<file path="config.mk">
export PLATFORM = sky130hd
export DESIGN_NAME = alu_exec_unit
export DESIGN_NICKNAME = d
export VERILOG_FILES = /design/src/rtl/alu_exec_unit.sv
export SDC_FILE = /design/constraint.sdc
export NUM_CORES = 1
export LEC_CHECK = 0
export ABC_CLOCK_PERIOD_IN_PS = 3500
export CELL_PAD_IN_SITES_DETAIL_PLACEMENT = 1
export CELL_PAD_IN_SITES_GLOBAL_PLACEMENT = 2
export CORE_MARGIN = 1.5
export CORE_UTILIZATION = 33
export DETAILED_ROUTE_END_ITERATION = 10
export GPL_ROUTABILITY_DRIVEN = 0
export PLACE_DENSITY_LB_ADDON = 0.1
export SLEW_MARGIN = 20
export SYNTH_ARGS = -nofsm -noshare
export SYNTH_HDL_FRONTEND = slang
export SYNTH_SLANG_ARGS = --single-unit
</file>
<file path="constraint.sdc">
create_clock -name clk -period 3.5 [get_ports clk]
set_input_delay 0.525 -clock clk [delete_from_list [all_inputs] [get_ports clk]]
set_output_delay 0.525 -clock clk [all_outputs]
set_load 0.02 [all_outputs]
</file>
<file path="src/rtl/alu_exec_unit.sv">
// alu_exec_unit: execute stage with single-cycle ADD/SUB/AND/OR/NOT and a
// one-bit-per-cycle iterative shifter that stalls upstream via in_ready.
module alu_exec_unit #(
  parameter int WIDTH   = 16,
  parameter int SHAMT_W = 4
) (
  input  logic               clk,
  input  logic               rst_n,
  input  logic               in_valid,
  output logic               in_ready,
  input  logic [6:0]         alu_op,
  input  logic [WIDTH-1:0]   op_a,
  input  logic [WIDTH-1:0]   op_b,
  input  logic [SHAMT_W-1:0] shamt,
  input  logic [1:0]         flag_cmd,
  input  logic [2:0]         dest_in,
  input  logic               wb_en_in,
  input  logic               flush,
  output logic               out_valid,
  output logic [WIDTH-1:0]   result,
  output logic [2:0]         out_dest,
  output logic               out_wb_en,
  output logic               flag_z,
  output logic               flag_n,
  output logic               flag_c,
  output logic               illegal
);

  localparam logic [6:0] OP_ADD = 7'b0000001;
  localparam logic [6:0] OP_SUB = 7'b0000010;
  localparam logic [6:0] OP_AND = 7'b0000100;
  localparam logic [6:0] OP_OR  = 7'b0001000;
  localparam logic [6:0] OP_NOT = 7'b0010000;
  localparam logic [6:0] OP_SHR = 7'b0100000;
  localparam logic [6:0] OP_SHL = 7'b1000000;

  typedef enum logic [0:0] {IDLE = 1'b0, SHIFT = 1'b1} state_t;

  state_t             state_q, state_d;
  logic [WIDTH-1:0]   result_q, result_d;
  logic [2:0]         dest_q, dest_d;
  logic               wb_q, wb_d;
  logic               valid_q, valid_d;
  logic               illegal_q, illegal_d;
  logic               z_q, z_d, n_q, n_d, c_q, c_d;
  logic [WIDTH-1:0]   work_q, work_d;
  logic [SHAMT_W-1:0] cnt_q, cnt_d;
  logic               shl_q, shl_d;
  logic [2:0]         pdest_q, pdest_d;
  logic               pwb_q, pwb_d;

  logic               onehot;
  logic               long_shift;
  logic               upd_zn;
  logic [WIDTH:0]     sum;
  logic [WIDTH:0]     diff;
  logic [WIDTH-1:0]   shifted;
  logic               shift_out;

  assign onehot     = (alu_op != 7'd0) && ((alu_op & (alu_op - 7'd1)) == 7'd0);
  assign long_shift = onehot && (alu_op[5] || alu_op[6]) && (shamt != '0);
  assign sum        = {1'b0, op_a} + {1'b0, op_b};
  // The extra MSB of the widened difference is the unsigned borrow.
  assign diff       = {1'b0, op_a} - {1'b0, op_b};
  assign shifted    = shl_q ? {work_q[WIDTH-2:0], 1'b0} : {1'b0, work_q[WIDTH-1:1]};
  assign shift_out  = shl_q ? work_q[WIDTH-1] : work_q[0];

  always_comb begin
    state_d   = state_q;
    result_d  = result_q;
    dest_d    = dest_q;
    wb_d      = wb_q;
    valid_d   = 1'b0;
    illegal_d = 1'b0;
    z_d       = z_q;
    n_d       = n_q;
    c_d       = c_q;
    work_d    = work_q;
    cnt_d     = cnt_q;
    shl_d     = shl_q;
    pdest_d   = pdest_q;
    pwb_d     = pwb_q;
    upd_zn    = 1'b0;

    unique case (state_q)
      IDLE: begin
        if (in_valid && !flush) begin
          if (long_shift) begin
            work_d  = op_a;
            cnt_d   = shamt;
            shl_d   = alu_op[6];
            pdest_d = dest_in;
            pwb_d   = wb_en_in;
            state_d = SHIFT;
          end else begin
            dest_d   = dest_in;
            wb_d     = wb_en_in;
            valid_d  = 1'b1;
            result_d = op_a;
            if (!onehot) begin
              illegal_d = (alu_op != 7'd0);
              if (alu_op == 7'd0) begin
                if (flag_cmd == 2'b01) c_d = 1'b1;
                else if (flag_cmd == 2'b10) c_d = 1'b0;
              end
            end else begin
              upd_zn = 1'b1;
              case (alu_op)
                OP_ADD: begin result_d = sum[WIDTH-1:0];  c_d = sum[WIDTH];  end
                OP_SUB: begin result_d = diff[WIDTH-1:0]; c_d = diff[WIDTH]; end
                OP_AND: result_d = op_a & op_b;
                OP_OR:  result_d = op_a | op_b;
                OP_NOT: result_d = ~op_a;
                OP_SHR, OP_SHL: result_d = op_a;
                default: result_d = op_a;
              endcase
            end
          end
        end
      end
      SHIFT: begin
        if (flush) begin
          state_d = IDLE;
        end else begin
          work_d = shifted;
          cnt_d  = cnt_q - SHAMT_W'(1);
          if (cnt_q == SHAMT_W'(1)) begin
            result_d = shifted;
            c_d      = shift_out;
            upd_zn   = 1'b1;
            valid_d  = 1'b1;
            dest_d   = pdest_q;
            wb_d     = pwb_q;
            state_d  = IDLE;
          end
        end
      end
      default: state_d = IDLE;
    endcase

    if (upd_zn) begin
      z_d = (result_d == '0);
      n_d = result_d[WIDTH-1];
    end
  end

  always_ff @(posedge clk or negedge rst_n) begin
    if (!rst_n) begin
      state_q   <= IDLE;
      result_q  <= '0;
      dest_q    <= '0;
      wb_q      <= 1'b0;
      valid_q   <= 1'b0;
      illegal_q <= 1'b0;
      z_q       <= 1'b0;
      n_q       <= 1'b0;
      c_q       <= 1'b0;
      work_q    <= '0;
      cnt_q     <= '0;
      shl_q     <= 1'b0;
      pdest_q   <= '0;
      pwb_q     <= 1'b0;
    end else begin
      state_q   <= state_d;
      result_q  <= result_d;
      dest_q    <= dest_d;
      wb_q      <= wb_d;
      valid_q   <= valid_d;
      illegal_q <= illegal_d;
      z_q       <= z_d;
      n_q       <= n_d;
      c_q       <= c_d;
      work_q    <= work_d;
      cnt_q     <= cnt_d;
      shl_q     <= shl_d;
      pdest_q   <= pdest_d;
      pwb_q     <= pwb_d;
    end
  end

  assign in_ready  = (state_q == IDLE);
  assign out_valid = valid_q;
  assign result    = result_q;
  assign out_dest  = dest_q;
  assign out_wb_en = wb_q;
  assign flag_z    = z_q;
  assign flag_n    = n_q;
  assign flag_c    = c_q;
  assign illegal   = illegal_q;

endmodule

</file>
==> results of run 1 <==
## worst paths after layout
kind / startpoint / endpoint / slack [ns] / depth (start not counted)
min in group clk: out_dest[1] / out_dest[1] / 0.49 / 2
max reg2reg: cnt_q[1] / flag_z / 0.50 / 12
min: rst_n / out_dest[1] / 0.20 / 1
max in group asynchronous: rst_n / work_q[9] / 2.47 / 2
min reg2reg: out_dest[1] / out_dest[1] / 0.49 / 2
max: alu_op[0] / flag_z / 0.08 / 12
## cell type report
type	instances	area, µm²
Inverter	58	223
Sequential cell	51	1280
Clock buffer	5	125
Multi-Input combinational cell	571	4660
Fill cell	1999	7450
Tap cell	220	275
Timing Repair Buffer	312	2560
Clock inverter	2	13.8
## critical path, cell delays in order
cell,delay [ns]
clkdlybuf4s50_1,0.51
buf_4,0.16
or4b_1,0.49
buf_4,0.22
nor2_1,0.50
buf_4,0.26
and4b_1,0.17
or3_1,0.12
a21oi_2,0.05
o31ai_2,0.29
or4_4,0.20
o32ai_2,0.07
## repair_timing
item,4_1_cts,5_1_grt
setup buffers,11,17
gates resized for setup,167,75
pin swaps,51,50
setup endpoints to repair,5,1
## kinds of logic after synthesis
group,Yosys count,share of synthesized area
AND/OR/NAND/NOR,223,0.203
flip-flops,51,0.227
XOR/XNOR,16,0.0250
adder cells (fa/ha/maj),57,0.129
multiplexers,29,0.0531
buffers and inverters,106,0.0751
AO/OA/AOI/OAI,246,0.288
## where the power goes
part           leakage, nW  switching, mW  internal (mW)  total [mW]
Combinational         3.35          0.630          0.618        1.25
Clock               0.0696          0.223          0.262       0.484
Sequential           0.648         0.0836          0.675       0.759
## stage by stage
stage / cells / TNS (ns) / setup slack (ns) / util
5_1_grt: 1219 / -0.0184 / -0.0184 / 0.551
4_1_cts: 1203 / 0 / 0.000588 / 0.531
3_3_place_gp: 1185 / -2.68 / -0.707 / 0.486
6_report: 1219 / 0 / 0.0840 / 0.551
3_5_place_dp: 1185 / -3.33 / -0.850 / 0.486
2_1_floorplan: 728 / 0 / 0.120 / -
## per-layer routing
layer / global-route usage / vias to the layer above
met1: 0.368 / 3372
met4: 0.0779 / 0
met5: 0 / -
met2: 0.501 / 154
li1: - / 3176
met3: 0.0278 / 37
## state kept, by name, indices dropped and copies added, names as in the netlist
| signal | count |
|---|---|
| flag_z | 1 |
| flag_c | 1 |
| out_valid | 1 |
| shl_q | 1 |
| result | 16 |
| flag_n | 1 |
| illegal | 1 |
| state_q | 1 |
| work_q | 16 |
| out_dest | 3 |
| pdest_q | 3 |
| out_wb_en | 1 |
| pwb_q | 1 |
| cnt_q | 4 |
## synthesized netlist by cell type, types with 5 or more instances
| library cell | number |
|---|---|
| nor4_1 | 9 |
| nand3b_1 | 7 |
| or2_2 | 5 |
| and3_1 | 6 |
| a21oi_1 | 60 |
| nor4b_1 | 5 |
| a22oi_1 | 11 |
| inv_1 | 57 |
| o21ai_0 | 59 |
| buf_2 | 13 |
| mux2_2 | 6 |
| ha_1 | 54 |
| nand2_1 | 51 |
| mux2i_1 | 23 |
| dfrtp_1 | 51 |
| xnor2_1 | 11 |
| or3_1 | 5 |
| o21bai_1 | 6 |
| xor2_1 | 5 |
| nor2_1 | 78 |
| nand2b_1 | 10 |
| a221oi_1 | 10 |
| nor3_1 | 16 |
| o31ai_1 | 5 |
| a211oi_1 | 11 |
| nor2b_1 | 5 |
| a21o_1 | 13 |
| nand3_1 | 5 |
| o211ai_1 | 8 |
| o22ai_1 | 9 |
| a31oi_1 | 9 |
| a221o_1 | 5 |
| o221ai_1 | 6 |
| clkbuf_1 | 31 |
| a2111oi_0 | 5 |
==> metrics.cfg, run 1 <==
[placed_design]
place_area_um2 = 8060
hpwl_mm = 19.8
port_buffers = 78

[synth]
ys_seq_elements = 51
avgSynthCellArea_um2 = 7.71
synth_edf_count = 0
synth-seq-area-share = 0.227
synth_top_cell_by_area = dfrtp_1
synth_flop_cell = dfrtp_1
postSynthCellCount = 728
synth_nets = 837
synth-async-reset-ratio = 1.00
synth_top_area_share = 0.227
synth_cell_type_count = 78
synth_area_leaders = dfrtp_1, ha_1, a21oi_1
synth_area_um2 = 5610
synth_warnings = 0

[worst_setup_path]
crit_path_end_kind = register
startpoint_type = primary input
cp_data_arrival_time_ns = 3.58
worst_ep_required_time_ns = 3.66
worstSetupPathType = in -> reg
critical_path.max_fanout = 7

[grt]
grt_pass1_wl_mm = 39.7
grt_pass1_vias = 7240
grt_max_degree = 37
antenna_found_initial = 0
grt_overflow = 0
grt_use_total = 0.283

[timing]
finalSetupViolations = 0
tightest_slew_ns = 0.632
finalHoldViolCount = 0
max_freq_mhz = 293
final_max_slew_viol_count = 0
timing.hold.ws_ns = 0.196
clock_skew_ns = 0.0110
relSlewSlack = 0.577
period_share = 0.976
period_minus_slack_ns = 3.42

[layout]
n_antenna_cell = 0
syn_to_final_growth_pct = 62.7
final_common_cell = buf_4
drive_above_1_share = 0.400
fin_nets = 1108
postLayoutCellArea_um2 = 9130
layout_common_cells = buf_4, nor2_1, a21oi_1

[power_and_ir_drop]
p_leak_nw = 4.07
finalPower_mw = 2.49
ir_worst_vdd_uv = 207
power_per_cell_area_nw_per_um2 = 273

[detailed_routing]
vias = 6739
viasPerCell = 5.53
postRouteWirelength_mm = 25.3
met2_length_mm = 12.6
drc_errors = 0
met3_wirelength_um = 811
drt-initial-drc-count = 314
routed.top_layer = met4
wl_met1_mm = 11.3
detail-route-antenna-nets = 0
routedWlPerCell_um = 20.8
drtPass1Iterations = 5

[cts]
cts_buffer_depth = 2
clock_latency_ns = 0.29
h-tree-depth = 2
clkTransAtPathRegs_ns = 0.07
cts_root_buf = clkbuf_16
cts_tree = yes
cts_num_sinks = 51
cts_hold_buf = 0
cts_made_buffers = 5

[floorplanning]
placeableCoreArea_um2 = 16600
die_area_um2 = 17800
initial_core_util = 0.338
ios = 79
die_h_um = 133
fp.dieW_um = 133
row_count = 47

[run_status]
status = finished clean

[min_path]
hp-class = in -> async

[run]
cap_viol_max_count = 0

(Power assumes the default switching activity.)
==> inputs of run 2 (changes only) <==
CORE_UTILIZATION = 30   (was 33)
==> metrics.cfg, run 2 (synthesis gave the netlist of run 1 again) <==
[run_status]
status = complete, but fails checks
violations = design-rule violations

[timing]
finalSetupViolations = 0
period_minus_slack_ns = 3.41
period_share = 0.974
relSlewSlack = 0.414
clock_skew_ns = 0.00513
tightest_slew_ns = 0.880
finalHoldViolCount = 0
final_max_slew_viol_count = 0
max_freq_mhz = 293

[worst_setup_path]
critical_path.max_fanout = 4
reg2reg_slack_ns = 0.42
startpoint_type = primary input
r2r_end = flag_z
regToRegStartpoint = cnt_q[1]
crit_path_end_kind = register
critPathLaunch = op_b[1]
cp_data_arrival_time_ns = 3.62
worstSetupPathType = in -> reg
worst_ep_required_time_ns = 3.71
reg2reg_depth = 11

[min_path]
hp-class = in -> async

[layout]
layout_common_cells = buf_4, nor2_1, a21oi_1
final_cells = 1222
syn_to_final_growth_pct = 63.0
fin_util = 0.504
nFillCells = 2137
n_antenna_cell = 0
final_common_cell = buf_4
fin_nets = 1101
drive_above_1_share = 0.386
postLayoutCellArea_um2 = 9150

[cts]
h-tree-depth = 2
cts_num_sinks = 51
cts_root_buf = clkbuf_16
cts_buffer_depth = 2
clkTransAtPathRegs_ns = 0.07
clock_latency_ns = 0.30
cts_tree = yes
cts_made_buffers = 5

[grt]
antenna_found_initial = 0
grt_pass1_wl_mm = 39.1
grt_pass1_vias = 7084
grt_max_degree = 38
grt_use_total = 0.255
grt_overflow = 0

[detailed_routing]
viasPerCell = 5.39
detail-route-antenna-nets = 0
drt-initial-drc-count = 282
postRouteWirelength_mm = 25.0
drtPass1Iterations = 8
vias = 6589
drc_errors = 4
routedWlPerCell_um = 20.4

[run]
cap_viol_max_count = 0

[power_and_ir_drop]
power_per_cell_area_nw_per_um2 = 274
finalPower_mw = 2.51
p_leak_nw = 4.06
ir_worst_vdd_uv = 174

[floorplanning]
fp.dieW_um = 140
die_h_um = 140
initial_core_util = 0.309
placeableCoreArea_um2 = 18100
die_area_um2 = 19500
ios = 79
row_count = 49

[placed_design]
port_buffers = 78
hpwl_mm = 19.8
place_area_um2 = 8050
placed_cells = 1191

run 2: layer usage:
layer  global-route usage  share of wire  up-vias  wire length, µm
met1                0.323           0.44     3254            11000
met5                    0              0        -                0
li1                     -              -     3158                -
met2                0.465           0.51      144            12800
met3               0.0193          0.031       33              778
met4               0.0698          0.017        0              433
run 2: where the power goes:
part,switching (mW),internal [mW],total [mW]
Combinational,0.637,0.619,1.26
Sequential,0.0827,0.675,0.758
Clock,0.231,0.266,0.497
run 2: critical path, cell delays in order:
cell and delay, ns:
clkdlybuf4s15_2 0.20, buf_4 0.15, fa_2 0.34, a21o_1 0.24, a41oi_2 0.26, a32oi_4 0.21
a221o_1 0.34, a211oi_2 0.24, o22ai_1 0.14, nor2_1 0.11, nand4b_1 0.12, or4_4 0.53
o32ai_2 0.20
run 2: cell type report:
type,count,area (µm²),share of cell area
Timing Repair Buffer,304,2500,0.274
Sequential cell,51,1280,0.140
Tap cell,229,287,0.0313
Inverter,58,220,0.0241
Clock inverter,3,18.8,0.00205
Multi-Input combinational cell,572,4720,0.516
Clock buffer,5,125,0.0137
run 2: how the worst max path moves through the flow:
stage / to / slack [ns] / cells after the start
global route: flag_z / -0.001 / 15
CTS: flag_z / 0.0007 / 13
global placement: flag_z / -0.69 / 14
floorplan: flag_z / 0.12 / 13
detailed placement: flag_z / -0.84 / 14
finish: flag_z / 0.09 / 13
run 2: what timing repair did:
action,CTS,global route
gates cloned,1,0
pin swaps,49,38
setup buffers,14,9
gates resized for setup,162,58
hold buffers,0,0
endpoints found under the setup margin,5,2
run 2: per-stage QoR:
stage	hold slack [ns]	worst slack, ns	TNS (ns)
3_5_place_dp	0.471	-0.836	-3.05
4_1_cts	0.367	0.000724	0
3_3_place_gp	0.464	-0.686	-2.50
5_1_grt	0.401	-0.00140	-0.00140
2_1_floorplan	0.229	0.120	0
6_report	0.337	0.0927	0
==> inputs of run 3 (changes only) <==
ABC_AREA = 1   (was unset)
CTS_CLUSTER_DIAMETER = 80   (was unset)
SLEW_MARGIN = 0   (was 20)
==> metrics.cfg, run 3 <==
[synth]
synth-simple-area-share = 0.361
ys_seq_elements = 51
synth_edf_count = 0
synthAdderAreaFrac = 0.119
synth_area_um2 = 5990
synthMostInstantiatedCell = nand2_1
synth_flop_cell = dfrtp_1
synth_warnings = 0
synth_top_family_by_area = simple AND/OR/NAND/NOR gates
postSynthCellCount = 969
synth-async-reset-ratio = 1.00
synth_nets = 1078
synth_area_leaders = dfrtp_1, nand2_1, ha_1
synth_top_cell_by_area = dfrtp_1
synth-seq-area-share = 0.213
synth_compound_gate_area_share = 0.169
synth_top_area_share = 0.213
synth_mux_area_frac = 0.00752
synth_cell_type_count = 44
synth_common_cells = nand2_1, inv_1, nand3_1
yosys.area_share.xor_xnor = 0.00292
avgSynthCellArea_um2 = 6.18

[worst_setup_path]
r2r_end = flag_z
crit_slowest_cell = clkdlybuf4s50_1
worst_ep_required_time_ns = 3.73
worstSetupPathType = in -> reg
max_stage_delay_ns = 0.52
reg2reg_depth = 15
startpoint_type = primary input
crit_path_end_kind = register
regToRegStartpoint = cnt_q[0]
critical_path.max_fanout = 4
crit_chain = clkdlybuf4s50_1, inv_1, ha_1, inv_1, fa_1, nand2_1, nand2_1, nand3_1, nand2_1, nand2_1, nand3_1, nand3_1, nand3_1, nand2_1, nand2_1, nand2_1, nand2_1, nor2_1, nand3_1, nand2_1
cp_data_arrival_time_ns = 3.29
path_common_cell = nand2_1
reg2reg_slack_ns = 1.15

[timing]
period_minus_slack_ns = 3.06
clock_skew_ns = 0.00756
final_max_slew_viol_count = 0
relSlewSlack = 0.519
rsz0062_at_grt = false
finalHoldViolCount = 0
tns_ns = 0
tightest_slew_ns = 0.722
finalSetupViolations = 0
timing.hold.ws_ns = 0.284
period_share = 0.874
max_freq_mhz = 327

[placed_design]
place_area_um2 = 7240
hpwl_mm = 19.3
port_buffers = 78

[floorplanning]
die_h_um = 144
ios = 79
placeableCoreArea_um2 = 19500
initial_core_util = 0.307
fp.dieW_um = 144
die_area_um2 = 20800
row_count = 51

[power_and_ir_drop]
ir_worst_vdd_uv = 170
p_leak_nw = 3.63
clock_power_share = 0.237
p_int_mw = 1.36
p_comb_frac = 0.415
power_per_cell_area_nw_per_um2 = 303
seqPwrFrac = 0.348
power_switching_mw = 0.875
swShare = 0.391

[cts]
postCtsSetupRepairBufs = 0
cts_tree = yes
cts_num_sinks = 51
h-tree-depth = 2
cts_resized = 0
clkTransAtPathRegs_ns = 0.07
cts_hold_buf = 0
cts_made_buffers = 5
cts_root_buf = clkbuf_16
cts_buffer_depth = 2
clock_latency_ns = 0.30

[min_path]
hp-class = in -> async

[layout]
syn_to_final_growth_pct = 23.4
final_common_cell = nand2_1
n_antenna_cell = 0
layout_common_cells = nand2_1, inv_1, nand3_1
seq_area_um2 = 1280
drive_above_1_share = 0.0945
multiInputGateArea_um2 = 3960
postLayoutCellArea_um2 = 7400
nFillCells = 2599
fin_nets = 1166

[detailed_routing]
drc_errors = 0
detail-route-antenna-nets = 0
vias = 6492
drtPass1Iterations = 5
viasPerCell = 4.91
routedWlPerCell_um = 17.8
drt-initial-drc-count = 289
postRouteWirelength_mm = 23.5

[run]
cap_viol_max_count = 0

[run_status]
status = finished clean

[grt]
grt_use_total = 0.235
grt_pass1_vias = 6686
grt_overflow = 0
grt_pass1_wl_mm = 37.1
grt_max_degree = 73
antenna_found_initial = 0

==> run 3: per-stage QoR <==
step | total power, mW | setup slack (ns) | std cells | util
6_report | 2.24 | 0.440 | 1323 | 0.379
4_1_cts | 2.27 | 0.450 | 1323 | 0.379
2_1_floorplan | 1.31 | 1.17 | 969 | -
5_1_grt | 2.42 | 0.189 | 1323 | 0.379
3_5_place_dp | 1.73 | 0.163 | 1315 | 0.371
3_3_place_gp | 1.72 | 0.143 | 1315 | 0.371
==> run 3: kinds of logic after synthesis <==
logic type | after synthesis
compound gates | 181
mux | 4
flops | 51
xor+xnor | 2
fa+ha+maj | 56
simple gates | 485
buf+inv | 190
==> run 3: cell type report <==
| class | count | area share |
|---|---|---|
| Multi-Input combinational cell | 728 | 0.535 |
| Sequential cell | 51 | 0.173 |
| Timing Repair Buffer | 121 | 0.150 |
| Inverter | 150 | 0.0761 |
| Tap cell | 265 | 0.0448 |
| Clock buffer | 8 | 0.0211 |
==> run 3: worst max path at each step <==
stage,startpoint,to,slack (ns),cells after the start
floorplan,op_a[0],flag_z,1.17,18
global placement,op_a[0],flag_z,0.14,20
detailed placement,op_a[0],flag_z,0.16,20
CTS,op_a[0],flag_z,0.45,20
global route,op_a[0],flag_z,0.19,20
finish,op_a[0],flag_z,0.44,20
==> run 3: worst max-delay path, delay by kind of cell <==
family	cells	cell delay, ns
simple gates	15	1.43
buf+inv	3	0.76
fa+ha+maj	2	0.58
==> run 3: metal layers <==
| metal | up-vias | routed length (µm) | track usage |
|---|---|---|---|
| li1 | 3308 | - | - |
| met1 | 3045 | 10900 | 0.304 |
| met4 | 0 | 382 | 0.0425 |
| met3 | 19 | 710 | 0.0215 |
| met2 | 120 | 11500 | 0.425 |
| met5 | - | 0 | 0 |
==> run 3: power groups by stage <==
stage | Sequential, mW | Combinational, mW | Clock (mW)
2_1_floorplan | 0.820 | 0.492 | 0
3_3_place_gp | 0.789 | 0.930 | 0
5_1_grt | 0.794 | 1.05 | 0.574
3_5_place_dp | 0.792 | 0.934 | 0
4_1_cts | 0.780 | 0.941 | 0.549
6_report | 0.778 | 0.929 | 0.531
==> edit, RTL diff (flow settings as in run 1) <==
Change the parameter `SHAMT_W` from 4 to 6.
--- a/src/rtl/alu_exec_unit.sv
+++ b/src/rtl/alu_exec_unit.sv
@@ -2,7 +2,7 @@
 // one-bit-per-cycle iterative shifter that stalls upstream via in_ready.
 module alu_exec_unit #(
   parameter int WIDTH   = 16,
-  parameter int SHAMT_W = 4
+  parameter int SHAMT_W = 6
 ) (
   input  logic               clk,
   input  logic               rst_n,
Ports: changed (resized shamt); port bits go from 79 to 81. The function was not compared with the original's and may differ.
==> edit against run 1 <==
Cell count fell by 2.1%. Sequential share of layout area increased by 1.3 points. Critical endpoint unchanged. Highest routed layer unchanged. Clock power is 19% higher. Synthesized area rose by 0.78%. Register-to-register slack got worse by 0.13 ns. Wire length decreased by 6.3%. Non-clock buffer count shrank 23. Power grew 2.6%. Design area fell by 4.7%. Setup slack worse by 0.028 ns. Sequential cell count up 2. First-iteration DRC count increased by 24%.
==> edit: results (changes against run 1) <==
| Metric | Value |
|---|---|
| Status | complete, no violations |
| Htree depth | 2 (unchanged) |
| Vias in the first global route | 7,184 (-0.77%) |
| Async SR Flop Fraction | 100% (unchanged) |
| Met2 wire length | 11.8 mm (-6.5%) |
| M1 GR Usage | 34.0% (-2.8 points) |
| Syn Nets | 836 (-0.12%) |
| Gate power share | 46.8% (-3.3 points) |
| DR iter-0 viols | 388 (+24%) |
| CTS root buf | clkbuf_16 |
| Final hold slack | 0.331 ns (+0.134 ns) |
| Post-synth EDFFs | 0 (unchanged) |
| Share of cells above drive strength 1 | 35.5% (-4.5 points) |
| Layout Skew | 0.00354 ns (-0.00750 ns) |
| DP Wirelength | 18.8 mm (-5.2%) |
| R2R setup slack | 0.37 ns (-0.13 ns) |
| Worst VDD drop | 0.201 mV (-2.7%) |
| DR pass1 iterations | 4 (-1) |
| Global-route usage over all layers | 26.4% (-1.9 points) |
| CP max-delay cell | or4_4 |
| Worst skew pair latency | 0.30 ns |
| Largest cells by area after synthesis | dfrtp_1, ha_1, a21oi_1 |
| Post-Place Worst Slack | -0.945 ns (-0.0955 ns) |
| PortBufs | 80 (+2.6%) |
| Final wirelength | 23.7 mm (-6.3%) |
| Synth unique cells | 88 (+13%) |
| Crit-path max cell delay | 0.55 ns (+0.04 ns) |
| First-pass GRT wire length | 37.7 mm (-5.0%) |
| Met3 usage | 2.19% (-0.59 points) |
| Worst rel slew slack | 42.0% (-16 points) |
| Clock Power | 0.576 mW (+19%) |
| HP Class | in -> async |
| Most frequent cells after synthesis | a21oi_1, nor2_1, o21ai_0, inv_1, nand2_1 |
| R2R cell count | 13 (+1) |
| Routing usage on met2 | 47.0% (-3.1 points) |
| Register area share after synthesis | 23.4% (+0.71 points) |
| Final non-filler cell total | 1,194 (-2.1%) |
| Worst R2R Start | cnt_q[1] |
| CP top delay family | simple AND/OR/NAND/NOR gates |
| Worst-path clk slew | 0.07 ns (about the same) |
| Final net count | 1,084 (-2.2%) |
| Antenna diode count | 0 (unchanged) |
| Sw Share | 36.7% (-0.88 points) |
| WP data arrival | 3.68 ns (+0.10 ns) |
| Lkg Pwr | 3.88 nW (-4.6%) |
| Met1 Wirelength | 10.4 mm (-7.8%) |
| Vias per cell | 5.52 (about the same) |
| Worst r2r dst | flag_z |
| Post-synth top area share | 23.4% (+0.71 points) |
| Met3 routed WL | 828 µm (+2.1%) |
| Largest net degree at the start of global routing | 40 (+8.1%) |
| Syn Area/Cell | 7.80 µm² (+1.2%) |
| Max layer used | met4 |
| Total Power | 2.56 mW (+2.6%) |
| Clock tree buffer depth | 2 (unchanged) |
| Initial antenna violation count | 0 (unchanged) |
| Worst-path maximum fanout | 3 (-4) |
| Cts bufs inserted | 5 (unchanged) |
[edit: cell types whose count changed after synthesis, moves of 5 or more]
cell,run 1,this run
o22ai_1,9,15
nand3_1,5,11
a221oi_1,10,4
a21o_1,13,1
nand2_1,51,56
a22oi_1,11,4
nor2_1,78,73
a221o_1,5,0
nor4_1,9,3
a21oi_1,60,83
a211o_1,1,6
buf_2,13,7
[edit: per-stage QoR]
| stage | utilization, % | instance area, µm² |
|---|---|---|
| after detailed placement | 48.0 | 7980 |
| after CTS | 51.1 | 8510 |
| after global placement | 48.0 | 7980 |
| after floorplan | - | 5660 |
| after global routing | 52.3 | 8710 |
| final | 52.3 | 8710 |
[edit: logic make-up (layout without fill, tap and decap cells)]
family                   count (synthesis)  count (layout)  share of synthesized area [%]
AO/OA/AOI/OAI                          255             255                           29.5
XOR/XNOR                                15              15                           2.32
adder cells (fa/ha/maj)                 57              57                           12.8
buffers and inverters                  104             353                           8.25
flip-flops                              53              53                           23.4
multiplexers                            29              29                           5.31
AND/OR/NAND/NOR                        212             212                           18.4
[edit: how the worst max path moves through the flow]
stage | start | end | slack (ns)
after global placement | op_a[0] | flag_z | -0.76
after CTS | op_a[1] | flag_z | 0.007
final | shamt[3] | flag_z | 0.06
after floorplan | shamt[0] | flag_z | 0.02
after global routing | op_a[3] | flag_z | -0.06
after detailed placement | op_a[0] | flag_z | -0.95
[edit: cell type report]
| type | instances | area [µm²] |
|---|---|---|
| fillers | 2005 | 7940 |
| clock inverters | 3 | 46.3 |
| repair buffers | 289 | 2360 |
| flip-flops and latches | 53 | 1330 |
| clock buffers | 5 | 125 |
| inverters | 56 | 214 |
| multi-input cells | 568 | 4360 |
| well taps | 220 | 275 |
[edit: what timing repair did]
item                       CTS  global route
buffers inserted             9             5
pin swaps                   36            25
setup endpoints to repair    4             2
resized for setup          104            54
